<file path="config.mk">
export PLATFORM = sky130hd
export DESIGN_NAME = uart_rx_fsm
export DESIGN_NICKNAME = d
export VERILOG_FILES = /design/src/rtl/uart_rx_pkg.sv /design/src/rtl/uart_rx_edge_bit_counter.sv /design/src/rtl/uart_rx_fsm.sv
export SDC_FILE = /design/constraint.sdc
export NUM_CORES = 1
export LEC_CHECK = 0
export ABC_AREA = 1
export BUFFER_PORTS_ARGS = -buffer_cell sky130_fd_sc_hd__buf_2
export CAP_MARGIN = 20
export CORE_ASPECT_RATIO = 2
export CORE_MARGIN = 4
export CORE_UTILIZATION = 40
export CTS_CLUSTER_SIZE = 10
export DETAILED_ROUTE_END_ITERATION = 7
export SLEW_MARGIN = 25
export SYNTH_ARGS = -nofsm -noshare
export SYNTH_HDL_FRONTEND = slang
export SYNTH_HIERARCHICAL = 1
export SYNTH_SLANG_ARGS = --single-unit
export TNS_END_PERCENT = 1
</file>
<file path="constraint.sdc">
create_clock -name clock -period 4.15 [get_ports clock]
set_input_delay 0.83 -clock clock [delete_from_list [all_inputs] [get_ports clock]]
set_output_delay 0.83 -clock clock [all_outputs]
set_load 0.005 [all_outputs]
</file>
<file path="src/rtl/uart_rx_pkg.sv">
// rtl/uart_rx_pkg.sv - shared types, constants and edge-position helpers for the UART receiver control path
// Contents:
//   PS_WIDTH            width of the oversampling prescale value
//   DEFAULT_DATA_WIDTH  default number of data bits per frame
//   rx_state_e          receiver control states
//   edge_pos_t          mid / check / last edge positions within one bit
//   normalize_prescale  maps any prescale value onto a supported ratio (8, 16, 32)
//   edge_positions      derives the edge positions from a latched prescale
package uart_rx_pkg;

    localparam int PS_WIDTH           = 6;
    localparam int DEFAULT_DATA_WIDTH = 8;

    typedef enum logic [2:0] {
        ST_IDLE   = 3'd0,
        ST_START  = 3'd1,
        ST_DATA   = 3'd2,
        ST_PARITY = 3'd3,
        ST_STOP   = 3'd4
    } rx_state_e;

    typedef struct packed {
        logic [PS_WIDTH-1:0] mid;
        logic [PS_WIDTH-1:0] chk;
        logic [PS_WIDTH-1:0] last;
    } edge_pos_t;

    // Unsupported ratios fall back to 8 so the counters always wrap.
    function automatic logic [PS_WIDTH-1:0] normalize_prescale(input logic [PS_WIDTH-1:0] ps);
        if (ps == PS_WIDTH'(16) || ps == PS_WIDTH'(32)) begin
            return ps;
        end
        return PS_WIDTH'(8);
    endfunction

    // The check edge sits two edges after mid, so the sampler's three
    // samples (mid-1..mid+1) are complete before any sub-block looks at them.
    function automatic edge_pos_t edge_positions(input logic [PS_WIDTH-1:0] ps);
        edge_pos_t pos;
        pos.mid  = ps >> 1;
        pos.chk  = (ps >> 1) + PS_WIDTH'(2);
        pos.last = ps - PS_WIDTH'(1);
        return pos;
    endfunction

endpackage

</file>
<file path="src/rtl/uart_rx_edge_bit_counter.sv">
// rtl/uart_rx_edge_bit_counter.sv - oversampling edge counter, data bit counter and latched prescale
// Ports:
//   clock, reset        receiver clock, asynchronous active-low reset
//   capture_i           latch normalized prescale_i into ps (frame start)
//   prescale_i          raw prescale from the pin
//   edge_run_i          count edges; when low the edge counter is held at 0
//   edge_wrap_i         current edge is the last edge of the bit
//   bit_inc_i           advance the data bit index
//   bit_clear_i         clear the data bit index (has priority over bit_inc_i)
//   ps_o                latched prescale for the current frame
//   edge_count_o        edge index within the current bit
//   bit_count_o         data bit index
module edge_bit_counter
    import uart_rx_pkg::*;
#(
    parameter int BIT_CNT_WIDTH = 4
) (
    input  logic                     clock,
    input  logic                     reset,
    input  logic                     capture_i,
    input  logic [PS_WIDTH-1:0]      prescale_i,
    input  logic                     edge_run_i,
    input  logic                     edge_wrap_i,
    input  logic                     bit_inc_i,
    input  logic                     bit_clear_i,
    output logic [PS_WIDTH-1:0]      ps_o,
    output logic [PS_WIDTH-1:0]      edge_count_o,
    output logic [BIT_CNT_WIDTH-1:0] bit_count_o
);

    logic [PS_WIDTH-1:0]      ps_q, ps_d;
    logic [PS_WIDTH-1:0]      edge_q, edge_d;
    logic [BIT_CNT_WIDTH-1:0] bit_q, bit_d;

    always_comb begin
        ps_d   = capture_i ? normalize_prescale(prescale_i) : ps_q;
        edge_d = (edge_run_i && !edge_wrap_i) ? edge_q + PS_WIDTH'(1) : '0;
        bit_d  = bit_q;
        if (bit_clear_i) begin
            bit_d = '0;
        end else if (bit_inc_i) begin
            bit_d = bit_q + BIT_CNT_WIDTH'(1);
        end
    end

    always_ff @(posedge clock or negedge reset) begin
        if (!reset) begin
            ps_q   <= PS_WIDTH'(8);
            edge_q <= '0;
            bit_q  <= '0;
        end else begin
            ps_q   <= ps_d;
            edge_q <= edge_d;
            bit_q  <= bit_d;
        end
    end

    assign ps_o         = ps_q;
    assign edge_count_o = edge_q;
    assign bit_count_o  = bit_q;

endmodule

</file>
<file path="src/rtl/uart_rx_fsm.sv">
// rtl/uart_rx_fsm.sv - UART receiver control FSM: start detection, bit timing and sub-block strobes
// Ports:
//   clock, reset          oversampling clock, asynchronous active-low reset
//   rx_in                 serial line (idle high)
//   prescale              oversampling ratio (8, 16, 32; others act as 8)
//   parity_enable         frame carries a parity bit
//   start_glitch          start-check result (1 = start bit sampled high)
//   parity_error          parity-check result
//   stop_error            stop-check result
//   sample_enable         sampler window (edges mid-1..mid+1)
//   start_check_enable    one-cycle strobe in START at the check edge
//   deser_enable          one-cycle strobe in DATA at the check edge
//   parity_check_enable   one-cycle strobe in PARITY at the check edge
//   stop_check_enable     one-cycle strobe in STOP at the check edge
//   data_valid            one-cycle pulse after a clean frame
//   frame_error           one-cycle pulse after a parity or stop error
//   edge_count            edge index within the current bit
//   bit_count             data bit index
module uart_rx_fsm
    import uart_rx_pkg::*;
#(
    parameter int DATA_WIDTH = DEFAULT_DATA_WIDTH
) (
    input  logic                          clock,
    input  logic                          reset,
    input  logic                          rx_in,
    input  logic [PS_WIDTH-1:0]           prescale,
    input  logic                          parity_enable,
    input  logic                          start_glitch,
    input  logic                          parity_error,
    input  logic                          stop_error,
    output logic                          sample_enable,
    output logic                          start_check_enable,
    output logic                          deser_enable,
    output logic                          parity_check_enable,
    output logic                          stop_check_enable,
    output logic                          data_valid,
    output logic                          frame_error,
    output logic [PS_WIDTH-1:0]           edge_count,
    output logic [$clog2(DATA_WIDTH):0]   bit_count
);

    localparam int BIT_CNT_WIDTH = $clog2(DATA_WIDTH) + 1;
    localparam logic [BIT_CNT_WIDTH-1:0] LAST_BIT = BIT_CNT_WIDTH'(DATA_WIDTH - 1);

    rx_state_e                state_q, state_d;
    logic                     parity_en_q, parity_en_d;
    logic                     data_valid_q, data_valid_d;
    logic                     frame_error_q, frame_error_d;

    logic                     capture, bit_inc, bit_clear;
    logic                     at_chk, at_end, frame_bad;
    logic [PS_WIDTH-1:0]      ps_q;
    logic [PS_WIDTH-1:0]      edge_cnt;
    logic [BIT_CNT_WIDTH-1:0] bit_cnt;
    edge_pos_t                pos;

    edge_bit_counter #(
        .BIT_CNT_WIDTH (BIT_CNT_WIDTH)
    ) u_counter (
        .clock        (clock),
        .reset        (reset),
        .capture_i    (capture),
        .prescale_i   (prescale),
        .edge_run_i   (state_q != ST_IDLE),
        .edge_wrap_i  (at_end),
        .bit_inc_i    (bit_inc),
        .bit_clear_i  (bit_clear),
        .ps_o         (ps_q),
        .edge_count_o (edge_cnt),
        .bit_count_o  (bit_cnt)
    );

    assign pos    = edge_positions(ps_q);
    assign at_chk = (edge_cnt == pos.chk);
    assign at_end = (edge_cnt == pos.last);

    // Parity errors only count when the frame was latched as carrying parity;
    // the parity checker's flag may hold a stale value from an earlier frame.
    assign frame_bad = stop_error | (parity_en_q & parity_error);

    always_comb begin
        state_d             = state_q;
        parity_en_d         = parity_en_q;
        data_valid_d        = 1'b0;
        frame_error_d       = 1'b0;
        capture             = 1'b0;
        bit_inc             = 1'b0;
        bit_clear           = 1'b1;
        start_check_enable  = 1'b0;
        deser_enable        = 1'b0;
        parity_check_enable = 1'b0;
        stop_check_enable   = 1'b0;

        case (state_q)
            ST_IDLE: begin
                if (!rx_in) begin
                    state_d     = ST_START;
                    capture     = 1'b1;
                    parity_en_d = parity_enable;
                end
            end
            ST_START: begin
                start_check_enable = at_chk;
                if (at_end) begin
                    state_d = start_glitch ? ST_IDLE : ST_DATA;
                end
            end
            ST_DATA: begin
                bit_clear    = 1'b0;
                deser_enable = at_chk;
                if (at_end) begin
                    if (bit_cnt == LAST_BIT) begin
                        bit_clear = 1'b1;
                        state_d   = parity_en_q ? ST_PARITY : ST_STOP;
                    end else begin
                        bit_inc = 1'b1;
                    end
                end
            end
            ST_PARITY: begin
                parity_check_enable = at_chk;
                if (at_end) begin
                    state_d = ST_STOP;
                end
            end
            ST_STOP: begin
                stop_check_enable = at_chk;
                if (at_end) begin
                    frame_error_d = frame_bad;
                    data_valid_d  = !frame_bad;
                    state_d       = ST_IDLE;
                end
            end
            default: begin
                state_d = ST_IDLE;
            end
        endcase
    end

    always_ff @(posedge clock or negedge reset) begin
        if (!reset) begin
            state_q       <= ST_IDLE;
            parity_en_q   <= 1'b0;
            data_valid_q  <= 1'b0;
            frame_error_q <= 1'b0;
        end else begin
            state_q       <= state_d;
            parity_en_q   <= parity_en_d;
            data_valid_q  <= data_valid_d;
            frame_error_q <= frame_error_d;
        end
    end

    assign sample_enable = (state_q != ST_IDLE)
                        && (edge_cnt >= pos.mid - PS_WIDTH'(1))
                        && (edge_cnt <= pos.mid + PS_WIDTH'(1));
    assign data_valid    = data_valid_q;
    assign frame_error   = frame_error_q;
    assign edge_count    = edge_cnt;
    assign bit_count     = bit_cnt;

endmodule

</file>
==> summary.txt, run 1 <==
I/O Buffers - 29
Mapped Area - 1910 um^2
clk buf depth - 2
Layout fillers - 514
Die Height - 106 um
initial antenna violation count - 0
CTS tree - built
first-pass GRT wire length - 7.91 mm
slowest CP cell - dfrtp_1
worst-margin pin slew - 764 ps
critical path cell sequence - inv_1 > ha_1 > inv_1 > nor3_1 > xor2_1 > inv_1 > ha_1 > nand2_1 > nor2_1 > o21ai_0 > o211ai_1 > o21ai_0 > nor2_1 > buf_2
Mapped Cells - 271
DP Area - 2090 um^2
Clock Tree Root - clkbuf_8
H-tree Lvls - 1
crit start category - flop
CP peak stage delay - 440 ps
RSZ-0062 raised after global routing - false
Post-Place Worst Slack - 1010 ps
Post-CTS Resized - 0
drc violations - 0
vias in the first global route - 1833
syn avg cell area - 7.06 um^2
Lkg Pwr - 1.13 nW
FF-to-FF setup slack - 1740 ps
Slew Viols, Final - 0
Synthesized Nets - 304
largest net degree at the start of global routing - 23
total setup buffers inserted after CTS - 0
num ports - 30
status - finished clean
GRT Resource Usage Total - 16.5%
Reg area - 552 um^2
clock-pin slew on the worst setup and hold paths - 90 ps
die width - 56.9 um
fin crit share - 82.8%
Rel. slew slack - 48.9%
Post-DRT Antenna Nets - 0
WL per Instance - 13.0 um
total grt overflow - 0
Routed WL - 4.62 mm
TritonCTS Buffers - 3
setup violators final - 0
area of the multi-input gates - 1160 um^2
r2r startpoint - u_counter/ps_o[1]$_DFFE_PN0P_
row cnt - 35
Core ar. - 4640 um^2
most common cell after layout, fill and taps aside - nand2_1
Worst IR Drop VDD - 234 uV
worst path required time - 3320 ps
fin area - 2160 um^2
CP Capture Type - output port
Initial Util - 41.2%
most frequent CP cell - inv_1
Synthesis Warnings - 6
Util after Layout - 46.6%
vias per cell - 4.95
ant diodes - 0
share of the yosys chip area belonging to registers - 28.8%
# hold bufs at CTS - 0
Detailed Place HPWL - 3.80 mm
Via Count - 1757
clock skew - 5.79 ps
Pre-Repair DR Iteration Count - 4
WS Path Type - flop to output port
GPL Wtd Cong - 0.883
pwr dens - 437 nW/um^2
commonest non-fill, non-tap cells in the layout - nand2_1, inv_1, nor2_1, buf_2, dfrtp_1
share of cells above drive strength 1 - 18.7%
clk_lat worst skew - 270 ps
post-synth cell types - 32
Min-Delay Path Class - input pin to asynchronous set/reset pin
r2r endpoint - u_counter/bit_count_o[3]$_DFFE_PN0P_
Max Cap Viol - 0
die area - 6020 um^2
Fin Setup TNS - 0 ps
Pwr Total - 0.946 mW
Layout Nets - 334
clk sink count - 22
r2r worst-path depth - 17
fin crit period - 3440 ps
Crit path arrival time - 2610 ps
flops & latches, synth - 22
final setup margin - 712 ps
Worst Path Max Fanout - 6
fmax - 291 MHz
Fin. Hold Viols - 0
Starting DRT DRC Count - 63
Area Overhead vs Synth - 13.1%
==> registers in the layout, indices dropped and copies added, names as in the netlist <==
register                cells
u_counter/edge_count_o      6
u_counter/ps_o              6
u_counter/bit_count_o       4
state_q                     3
data_valid                  1
frame_error                 1
parity_en_q                 1
==> area by class of cell <==
class | count | area share, %
sequential | 22 | 25.5
multi-input combinational | 200 | 53.5
timing repair buffer | 29 | 6.71
inverter | 45 | 7.81
clock inverter | 1 | 1.39
tap | 55 | 3.18
clock buffer | 3 | 1.91
==> metrics by stage <==
step	hold WS, ps	std cells
after CTS	523	355
after floorplan	463	271
after global routing	549	355
after detailed placement	501	351
after global placement	491	351
final	518	355
==> critical path, delay by kind of cell (launching register included) <==
family | cells | cell delay, ps
xor+xnor | 1 | 180
fa+ha+maj | 2 | 550
simple gates | 4 | 390
compound gates | 3 | 330
flops | 1 | 440
buf+inv | 4 | 450
==> cell usage after synthesis <==
cell type	instances	area share (%)
a21oi_1	15	3.9
a22oi_1	1	0.39
a32oi_1	1	0.46
buf_2	1	0.26
buf_4	1	0.39
buf_6	2	1.2
dfrtp_1	21	27
dfstp_2	1	1.4
ha_1	20	13
inv_1	41	8.0
inv_2	4	0.78
nand2_1	53	10
nand2_2	6	2.0
nand2_4	1	0.59
nand3_1	14	3.7
nand3_2	3	1.6
nand3b_1	2	0.78
nand3b_2	1	0.59
nand4_1	6	2.0
nor2_1	41	8.0
nor2_2	3	0.98
nor2_4	1	0.59
nor3_1	2	0.52
nor3_2	1	0.52
nor4_1	1	0.33
o211ai_1	1	0.39
o21ai_0	14	3.7
o21ai_4	1	0.85
o22ai_1	1	0.33
or2_2	1	0.33
xnor2_1	5	2.3
xor2_1	5	2.3
==> power breakdown <==
| group | total (mW) | switching (mW) | internal [mW] |
|---|---|---|---|
| sequential | 0.313 | 0.0636 | 0.250 |
| clock | 0.207 | 0.0776 | 0.129 |
| combinational | 0.426 | 0.272 | 0.154 |
| total | 0.946 | 0.414 | 0.532 |
==> worst max-delay path by stage <==
stage,from,endpoint
2_1_floorplan,u_counter/ps_o[3]$_DFFE_PN1P_,sample_enable
3_3_place_gp,u_counter/ps_o[1]$_DFFE_PN0P_,sample_enable
3_5_place_dp,u_counter/ps_o[1]$_DFFE_PN0P_,sample_enable
4_1_cts,u_counter/ps_o[1]$_DFFE_PN0P_,sample_enable
5_1_grt,u_counter/ps_o[1]$_DFFE_PN0P_,sample_enable
6_report,u_counter/ps_o[1]$_DFFE_PN0P_,sample_enable
==> layer usage <==
| layer | track usage [%] | share of wire, % | vias to the layer above |
|---|---|---|---|
| met5 | 0 | 0 | - |
| met2 | 34.5 | 60 | 31 |
| li1 | - | - | 919 |
| met4 | 6.14 | 2.0 | 0 |
| met3 | 1.59 | 2.7 | 8 |
| met1 | 15.0 | 35 | 799 |
==> cells by family after synthesis <==
kind of cell | synth area share [%]
and+or+nand+nor | 32.8
xor gates and xnor gates | 4.58
buffers and inverters | 10.7
DFF | 28.8
adders and majority gates | 13.1
AOI/OAI and AO/OA | 10.0
Note: power is estimated with default switching activity, not from simulation.
==> run 2: changes to the inputs <==
Settings changed: ABC_AREA 1 to 0.
Clock period 4.15 ns to 2.8 ns, I/O delays scaled along.
==> run 2 against run 1 <==
Net effect: non-clock buffer count grew 21; clock skew shrank 1.9 ps; sequential power grew 58%; clock power grew 44%; sequential share of layout area shrank 1.2 points; combinational power grew 77%; die area shrank 9.5%; register-to-register slack lost 1300 ps; power grew 63%; critical endpoint unchanged.
==> summary.txt, run 2 <==
status - finished clean
fin crit period - 2790 ps
Rel. slew slack - 66.4%
Clock Tree Root - clkbuf_8
r2r startpoint - u_counter/ps_o[1]$_DFFE_PN0P_
die area - 5450 um^2
slowest CP cell - dfstp_2
Pre-Repair DR Iteration Count - 4
share of cells above drive strength 1 - 33.1%
clk sink count - 22
total grt overflow - 0
# placed instances - 279
worst-margin pin slew - 504 ps
Post-synth EDFFs - 0
Mapped Cells - 193
GPL Wtd Cong - 0.805
GRT Resource Usage Total - 16.6%
vias in the first global route - 1498
share of the yosys chip area belonging to registers - 32.3%
Routed WL - 4.45 mm
commonest non-fill, non-tap cells in the layout - buf_2, dfrtp_1, nor2_1, buf_4
RSZ-0062 raised after global routing - true
first-pass GRT wire length - 6.72 mm
Synthesis Warnings - 6
drc violations - 0
setup violators final - 0
clk buf depth - 2
Detailed Place HPWL - 3.35 mm
Worst Path Max Fanout - 3
CTS tree - built
FF-to-FF setup slack - 480 ps
clk_lat worst skew - 260 ps
Mapped Area - 1710 um^2
WL per Instance - 15.1 um
Core ar. - 4130 um^2
Via Count - 1528
Main synth FF type - dfrtp_1
Die Height - 100 um
Min-Delay Path Class - input pin to asynchronous set/reset pin
Max Cap Viol - 0
H-tree Lvls - 1
crit start category - flop
Util after Layout - 55.2%
critical path cell sequence - buf_6 > buf_4 > xnor2_2 > ha_1 > o21a_1 > o21ai_1 > nand2b_1 > a211oi_2 > o211a_1 > buf_2
Initial Util - 41.4%
DP Area - 1970 um^2
Post-DRT Antenna Nets - 0
Post-Layout Cell Count - 294
syn avg cell area - 8.86 um^2
Critical Path Start - u_counter/ps_o[3]$_DFFE_PN1P_
FFs w/ async S/R, synth - 100%
most common cell after layout, fill and taps aside - buf_2
clock-pin slew on the worst setup and hold paths - 80 ps
TritonCTS Buffers - 3
Layout fillers - 412
top post-synthesis cells by area - dfrtp_1, ha_1, xnor2_1
fin crit share - 99.6%
initial antenna violation count - 0
largest net degree at the start of global routing - 23
Worst IR Drop VDD - 452 uV
Synth top area share - 30.7%
Crit path arrival time - 2230 ps
Area Overhead vs Synth - 33.2%
clock skew - 3.93 ps
num ports - 30
fin area - 2280 um^2
Synthesized Nets - 226
post-synth cell types - 38
row cnt - 33
I/O Buffers - 29
Lkg Pwr - 1.07 nW
pwr dens - 678 nW/um^2
dominant cell by count in the synthesized netlist - dfrtp_1
CP peak stage delay - 570 ps
WS Path Type - flop to output port
flops & latches, synth - 22
fmax - 359 MHz
Layout Nets - 276
die width - 54.2 um
worst path required time - 2240 ps
Starting DRT DRC Count - 23
Slew Viols, Final - 0
Fin. Hold Viols - 0
Pwr Total - 1.55 mW
Commonest cells post-synth - dfrtp_1, ha_1, nor2_1
vias per cell - 5.20
ant diodes - 0
dominant cell type by area after synthesis - dfrtp_1
CP Capture Type - output port
[run 2: critical path: cells and delay by family, from the launching register on]
| kind | cells | cell delay (ps) |
|---|---|---|
| compound gates | 4 | 610 |
| flops | 1 | 570 |
| buf+inv | 3 | 340 |
| fa+ha+maj | 1 | 260 |
| xor+xnor | 1 | 110 |
| simple gates | 1 | 80 |
[run 2: cell families (layout without fill, tap and decap cells)]
group / after synthesis / count (layout) / share of synthesized area (%)
AO/OA/AOI/OAI: 29 / 29 / 10.2
flip-flops: 22 / 22 / 32.3
buffers and inverters: 18 / 67 / 4.10
AND/OR/NAND/NOR: 76 / 76 / 24.3
XOR/XNOR: 26 / 26 / 13.3
adder cells (fa/ha/maj): 20 / 20 / 14.6
multiplexers: 2 / 2 / 1.17
[run 2: power breakdown]
group | leakage (nW) | internal, mW | switching, mW
Combinational | 0.742 | 0.379 | 0.375
Clock | 0.0357 | 0.191 | 0.108
Sequential | 0.290 | 0.374 | 0.119
Total | 1.07 | 0.943 | 0.602
[run 2: what timing repair did]
item                       in CTS  in global routing
setup buffers                   1                 11
setup endpoints to repair       5                  3
pin swaps                       3                 11
resized for setup              14                 19
hold endpoints to repair        0                  0
hold buffers                    0                  0
[run 2: per-layer routing]
metal  global-route usage (%)  vias up  wire length, um
met1                     17.0      741             1670
met5                        0        -                0
met3                     1.48        4               91
li1                         -      760                -
met2                     32.7       23             2630
met4                     4.80        0               55
[run 2: stage by stage]
step	hold slack (ps)	TNS [ps]	worst slack (ps)
floorplan	264	0	240
global placement	474	0	93.1
detailed placement	470	0	145
CTS	264	-10.9	-10.9
global route	273	-70.7	-54.3
finish	250	0	12.3
[run 2: layout make-up]
cell class              instances  area, um^2  area share (%)
multi-input cells             153        1230            53.8
clock buffers                   3        41.3            1.81
repair buffers                 50         314            13.8
clock inverters                 1        30.0            1.32
well taps                      52        65.1            2.86
inverters                      13        48.8            2.14
flip-flops and latches         22         553            24.3
[run 2: final timing paths]
| kind | to | cells after the start |
|---|---|---|
| max in group asynchronous | u_counter/ps_o[4]$_DFFE_PN0P_ | 1 |
| setup / recovery | sample_enable | 10 |
| hold reg to reg | data_valid$_DFF_PN0_ | 1 |
| setup reg to reg | u_counter/bit_count_o[3]$_DFFE_PN0P_ | 12 |
| min in group clock | data_valid$_DFF_PN0_ | 2 |
| hold / removal | frame_error$_DFF_PN0_ | 1 |
